<file path="src/rtl/apb_master_mc.sv">
// APB4 master bridging a valid/ready host port to NSLV slaves with address decode, strobes and error reporting.
// Define APB_TIMEOUT_EN to abort ACCESS phases that exceed TO_CYC not-ready cycles.
module apb_master_mc #(
   parameter int DW     = 32,
   parameter int AW     = 8,
   parameter int NSLV   = 4,
   parameter int TO_CYC = 16
) (
   input  logic                 clk_APB,
   input  logic                 rst,
   input  logic                 req_valid,
   output logic                 req_ready,
   input  logic                 req_write,
   input  logic [AW-1:0]        req_addr,
   input  logic [DW-1:0]        req_wdata,
   input  logic [DW/8-1:0]      req_strb,
   output logic                 rsp_valid,
   output logic [DW-1:0]        rsp_rdata,
   output logic                 rsp_err,
   output logic [NSLV-1:0]      PSEL,
   output logic                 PENABLE,
   output logic                 PWRITE,
   output logic [AW-1:0]        PADDR,
   output logic [DW-1:0]        PWDATA,
   output logic [DW/8-1:0]      PSTRB,
   input  logic [NSLV-1:0]      PREADY,
   input  logic [NSLV*DW-1:0]   PRDATA,
   input  logic [NSLV-1:0]      PSLVERR
);

   localparam int SW = $clog2(NSLV);
   localparam logic [SW:0] NSLV_C = NSLV[SW:0];

   typedef enum logic [1:0] {IDLE, SETUP, ACCESS} state_t;

   state_t        state_q, state_d;
   logic [SW-1:0] idx_q;
   logic [SW-1:0] req_idx;
   logic          dec_ok;
   logic          accept;
   logic          done;
   logic          abort;
   logic          sel_ready;
   logic          sel_err;
   logic [DW-1:0] sel_rdata;

   assign req_idx = req_addr[AW-1 -: SW];
   assign dec_ok  = ({1'b0, req_idx} < NSLV_C);

   // Only the addressed slave's handshake and data are looked at.
   always_comb begin
      sel_ready = 1'b0;
      sel_err   = 1'b0;
      sel_rdata = '0;
      for (int i = 0; i < NSLV; i++) begin
         if (idx_q == SW'(i)) begin
            sel_ready = PREADY[i];
            sel_err   = PSLVERR[i];
            sel_rdata = PRDATA[i*DW +: DW];
         end
      end
   end

`ifdef APB_TIMEOUT_EN
   localparam logic [15:0] TO_LIM = 16'(TO_CYC - 1);
   logic [15:0] to_cnt_q;

   always_ff @(posedge clk_APB or negedge rst) begin
      if (!rst) begin
         to_cnt_q <= '0;
      end else if (state_q == SETUP) begin
         to_cnt_q <= '0;
      end else if (state_q == ACCESS && !sel_ready) begin
         to_cnt_q <= to_cnt_q + 16'd1;
      end
   end

   // A PREADY arriving on the limit edge still completes normally.
   assign abort = (state_q == ACCESS) && !sel_ready && (to_cnt_q == TO_LIM);
`else
   // Timeout compiled out: TO_CYC has no effect, the comparison is constant false.
   assign abort = (TO_CYC < 0);
`endif

   always_ff @(posedge clk_APB or negedge rst) begin
      if (!rst) begin
         state_q <= IDLE;
      end else begin
         state_q <= state_d;
      end
   end

   always_comb begin
      state_d   = state_q;
      accept    = 1'b0;
      done      = 1'b0;
      req_ready = (state_q == IDLE);
      PENABLE   = (state_q == ACCESS);
      PSEL      = '0;
      case (state_q)
         IDLE: begin
            if (req_valid) begin
               accept = 1'b1;
               if (dec_ok) state_d = SETUP;
            end
         end
         SETUP: begin
            PSEL    = NSLV'(1) << idx_q;
            state_d = ACCESS;
         end
         ACCESS: begin
            PSEL = NSLV'(1) << idx_q;
            if (sel_ready) begin
               done    = 1'b1;
               state_d = IDLE;
            end else if (abort) begin
               state_d = IDLE;
            end
         end
         default: state_d = IDLE;
      endcase
   end

   // Bus fields load only for decodable requests, so they hold their last real transfer in IDLE.
   always_ff @(posedge clk_APB or negedge rst) begin
      if (!rst) begin
         idx_q     <= '0;
         PWRITE    <= 1'b0;
         PADDR     <= '0;
         PWDATA    <= '0;
         PSTRB     <= '0;
         rsp_valid <= 1'b0;
         rsp_err   <= 1'b0;
         rsp_rdata <= '0;
      end else begin
         rsp_valid <= 1'b0;
         rsp_err   <= 1'b0;
         rsp_rdata <= '0;
         if (accept) begin
            if (dec_ok) begin
               idx_q  <= req_idx;
               PWRITE <= req_write;
               PADDR  <= req_addr;
               PWDATA <= req_wdata;
               PSTRB  <= req_write ? req_strb : '0;
            end else begin
               rsp_valid <= 1'b1;
               rsp_err   <= 1'b1;
            end
         end
         if (done) begin
            rsp_valid <= 1'b1;
            rsp_err   <= sel_err;
            rsp_rdata <= (!PWRITE && !sel_err) ? sel_rdata : '0;
         end else if (abort) begin
            rsp_valid <= 1'b1;
            rsp_err   <= 1'b1;
         end
      end
   end

endmodule

</file>
<file path="config.mk">
export PLATFORM = sky130hd
export DESIGN_NAME = apb_master_mc
export DESIGN_NICKNAME = d
export VERILOG_FILES = /design/src/rtl/apb_master_mc.sv
export SDC_FILE = /design/constraint.sdc
export NUM_CORES = 1
export LEC_CHECK = 0
export BUFFER_PORTS_ARGS = -buffer_cell sky130_fd_sc_hd__buf_2
export CAP_MARGIN = 10
export CORE_AREA = 2 2 105 107
export CTS_CLUSTER_SIZE = 14
export DETAILED_ROUTE_END_ITERATION = 8
export DIE_AREA = 0 0 107 109
export MAX_ROUTING_LAYER = met4
export PLACE_DENSITY = 0.73
export SLEW_MARGIN = 25
export SYNTH_ARGS = -nofsm -noshare
export SYNTH_HDL_FRONTEND = slang
export SYNTH_SLANG_ARGS = --single-unit
</file>
<file path="constraint.sdc">
create_clock -name clk_APB -period 2.5 [get_ports clk_APB]
set_clock_uncertainty 0.05 [all_clocks]
set_input_delay 0.25 -clock clk_APB [delete_from_list [all_inputs] [get_ports clk_APB]]
set_output_delay 0.25 -clock clk_APB [all_outputs]
set_load 0.005 [all_outputs]
</file>
## Yosys cells after proc, flatten, opt, wreduce, memory -nomap -nowiden

Cells that the tools add are included.
W data, S select, Z words.

| operators by class | value |
|---|---|
| reductions and logical operators | 7 |
| multiplexer cells | 25 |
| equal/unequal tests | 7 |
| shift operators | 1 |

Operators with widths:

| kind | count |
|---|---|
| $mux W32 | 6 |
| $mux W1 | 14 |
| $mux W4 | 2 |
| $eq A2 B2 Y1 const B | 3 |
| $pmux W2 S3 | 1 |
| $eq A2 B1 Y1 const B | 2 |
| $logic_not A2 Y1 | 2 |
| $mux W2 | 2 |
| $shl A1 B2 Y4 const A | 1 |
| $logic_not A1 Y1 | 2 |
| $ne A2 B1 Y1 const B | 1 |
| $ne A2 B2 Y1 const B | 1 |
| $reduce_and A2 Y1 | 1 |
| $reduce_or A2 Y1 | 1 |
| $logic_and A1 B1 Y1 | 1 |

| storage, ports and cells | value |
|---|---|
| register bits | 83 |
| output and inout port bits | 85 |

## Longest topological paths before layout

| depth | value |
|---|---|
| word-level depth | 9 |
| depth in mapped cells | 7 |
| gate-level depth less buffers | 5 |

## Least setup slack after synthesis

OpenSTA, ideal clock, no wires.

| timing | value |
|---|---|
| path kind | reg2reg |
| from | register state_q[0] |
| to | register PADDR[0] |
| period minus slack after synthesis | 1.890 ns |
| buffers on the path | 2 |
| arrival | 1.715 ns |
| path slack | 0.610 ns |
| cell stages (with the launch flop) | 7 |
| library setup time | 0.125 ns |
| required time | 2.325 ns |
| cells stage by stage | dfrtp_1 -> inv_1 -> ha_1 -> nand2_1 -> clkbuf_1 -> clkbuf_1 -> mux2_2 |

| on the way | value |
|---|---|
| word-level cells in the longest chain between the ends | 2 |

Ends and longest elaborated chain:

| element | line | text |
|---|---|---|
| from (decl) | 36 | `state_t state_q, state_d;` |
| from (signal assigned) | 89 | `state_q <= state_d;` |
| $logic_not A2 Y1 | n/a |  |
| net req_ready | 12 | `output logic req_ready,` |
| $mux W1 | 100 | `case (state_q)` |
| to (signal assigned) | 143 | `PADDR <= req_addr;` |
| to (decl) | 23 | `output logic [AW-1:0] PADDR,` |

The timed path passes the listed nets, and every way through them passes these cells.
A chain may end at the register's enable or synchronous reset.

==> run metrics <==
Syn Nets=429; Clock Tree Buf Depth=2; HPWL Detailed=8538 um; crit-path max cell delay=0.59 ns; pin count of the biggest net entering global routing=52; Finished Layout Cells=656; Sink Count=81; Setup Crit Path Kind=register to output pin; CP Capture Type=output pin; GRT met2 Usage=32.30%; f_max=501.0 MHz; crit path DAT=1.70 ns; maxcap violations=0; clk_lat worst skew=0.35 ns; Pwr Total=5.395 mW; placer congestion estimate=0.7539; type of origin of the critical path=register; setup TNS=0 ns; Final #Nets=697; commonest non-fill, non-tap cell in the layout=buf_2; die footprint=11660 um^2; crit path time final=1.996 ns; sequential cell area=2029 um^2; placed cells=638; CP Launch Point=PADDR[7]; Post-Synthesis Cells=242; flop-to-flop setup slack=0.55 ns; first-pass GRT wire length=15480 um; vias in the first global route=3120; Critical Path, Cell by Cell=buf_4 -> and3b_1 -> buf_2; via count=3116; grt peak-use layer=met2; Avg Inst Size Synth=15.97 um^2; synth unique cells=24; Slew headroom=56.02%; WP data required=2.20 ns; Worst Hold Class=input pin to register; M1 GR Usage=19.46%; clock tree from TritonCTS=built; Syn-to-layout area delta=44.29%; CTS resizes=0; I/O pin total=269; initial core utilization=36.45%; RSZ-0062 raised after global routing=false; Worst-path clk slew=0.08 ns; outcome=completed; Cell Rows=38; post-route DRC violation count=0; Detailed Routing Iterations Pass 1=4; register bit total from synthesis=81; synth warn=0; area of the core=10600 um^2; layout cells sized above 1=77.67%; Max FO, Critical Path=30; fillers=938; DRT Wirelength=10540 um; worst-path cell with the longest stage delay=dfrtp_2; crit path buf inv count=2; CTS H-Tree Depth=3; Pwr Density=967.5 nW/um^2; multi-input logic area=1739 um^2; Die Width=107 um; Die H=109 um; crit share post-route=79.83%; post-synthesis sequential area ratio=52.44%; reg2reg start=PADDR[6]; worst hold slack=0.07452 ns; most frequent cells in the layout=buf_2 (267), dfrtp_1 (79), mux2_2 (44), mux4_2 (34), nor2b_2 (30); Avg WL per Cell=16.07 um; leakage=2.867 nW; initial drt markers=79; initial antenna violation count=1; GRT Overall Usage=18.49%; DR vias/cell=4.750; Worst-Margin Slew=0.6598 ns; IR drop worst, VDD=0.3844 mV; IO buf count=268; final hold vios=0; Cell Area, Synth=3865 um^2; Hold Path Origin=req_addr[5]; post-route ant nets=0; critical path's top delay family=flip-flops; clock root buffer=clkbuf_8; Final setup viols=0; max-slew violation count=0; grt total ovfl=0; Global Route met3 Usage=5.021%; CTS buffer count=9
-- power by group --
part | internal (mW) | leakage, nW | switching, mW | total (mW)
clock | 0.516 | 0.103 | 0.458 | 0.975
combinational | 1.49 | 1.73 | 0.943 | 2.43
sequential | 1.74 | 1.03 | 0.246 | 1.99
total | 3.75 | 2.87 | 1.65 | 5.40
-- synth_stat cells --
| master | instances | area [um^2] |
|---|---|---|
| dfrtp_1 | 81 | 2027 |
| mux2_2 | 44 | 495.5 |
| mux4_2 | 34 | 765.7 |
| nor2b_2 | 30 | 262.8 |
| nand2_1 | 11 | 41.29 |
| clkbuf_1 | 9 | 33.78 |
| o21ai_0 | 4 | 20.02 |
| buf_2 | 3 | 15.01 |
| buf_6 | 3 | 33.78 |
| ha_1 | 3 | 37.54 |
| nand2b_1 | 3 | 18.77 |
| and3_1 | 2 | 12.51 |
| inv_1 | 2 | 7.510 |
| nor2b_1 | 2 | 12.51 |
| o221ai_1 | 2 | 17.52 |
| a2bb2oi_1 | 1 | 8.760 |
| and2_1 | 1 | 6.260 |
| and3b_1 | 1 | 8.760 |
| buf_1 | 1 | 3.750 |
| buf_4 | 1 | 7.510 |
| nor2_1 | 1 | 3.750 |
| nor3b_1 | 1 | 7.510 |
| o22ai_1 | 1 | 6.260 |
| or3b_4 | 1 | 11.26 |
-- worst paths after layout --
check	depth (start not counted)	endpoint
min in group asynchronous	2	rsp_rdata[5]
max in group asynchronous	3	rsp_rdata[14]
hold / removal	2	PADDR[5]
setup reg to reg	3	rsp_rdata[25]
setup / recovery	3	PSEL[1]
hold reg to reg	2	PSTRB[3]
-- area by class of cell --
cell class	count	area share (%)
tap	140	3.141
timing repair buffer	274	25.40
clock buffer	12	2.782
clock inverter	4	0.9199
multi-input combinational	142	31.19
sequential	81	36.39
antenna	1	0.04487
inverter	2	0.1346
-- cells by family after synthesis --
logic type / count (synthesis) / share of synthesized area, %
AND/OR/NAND/NOR: 53 / 9.971
AO/OA/AOI/OAI: 8 / 1.360
buffers and inverters: 19 / 2.622
flip-flops: 81 / 52.44
adder cells (fa/ha/maj): 3 / 0.9713
multiplexers: 78 / 32.63
-- metrics by stage --
stage	worst slack, ns	util, %	area, um^2
finish	0.5041	52.60	5577
global route	0.3876	52.60	5577
CTS	0.4359	52.57	5574
floorplan	0.6098	-	3865
detailed placement	0.5309	50.53	5358
global placement	0.5989	50.53	5358
-- repair_timing --
action	in CTS	in global routing
hold buffers	1	0
hold endpoints to repair	50	0
buffers inserted	0	0
-- sequential cells by signal (all words and copies together), names as in the netlist --
name,flops
rsp_rdata,32
state_q,2
rsp_err,1
PWDATA,32
PWRITE,1
rsp_valid,1
PADDR,8
PSTRB,4
-- routing by layer --
layer | vias to the layer above | routed length [um]
met4 | 0 | 264
met1 | 1496 | 3842
met2 | 179 | 5508
met5 | - | 0
li1 | 1423 | -
met3 | 18 | 925
Note: power is estimated with default switching activity, not from simulation.
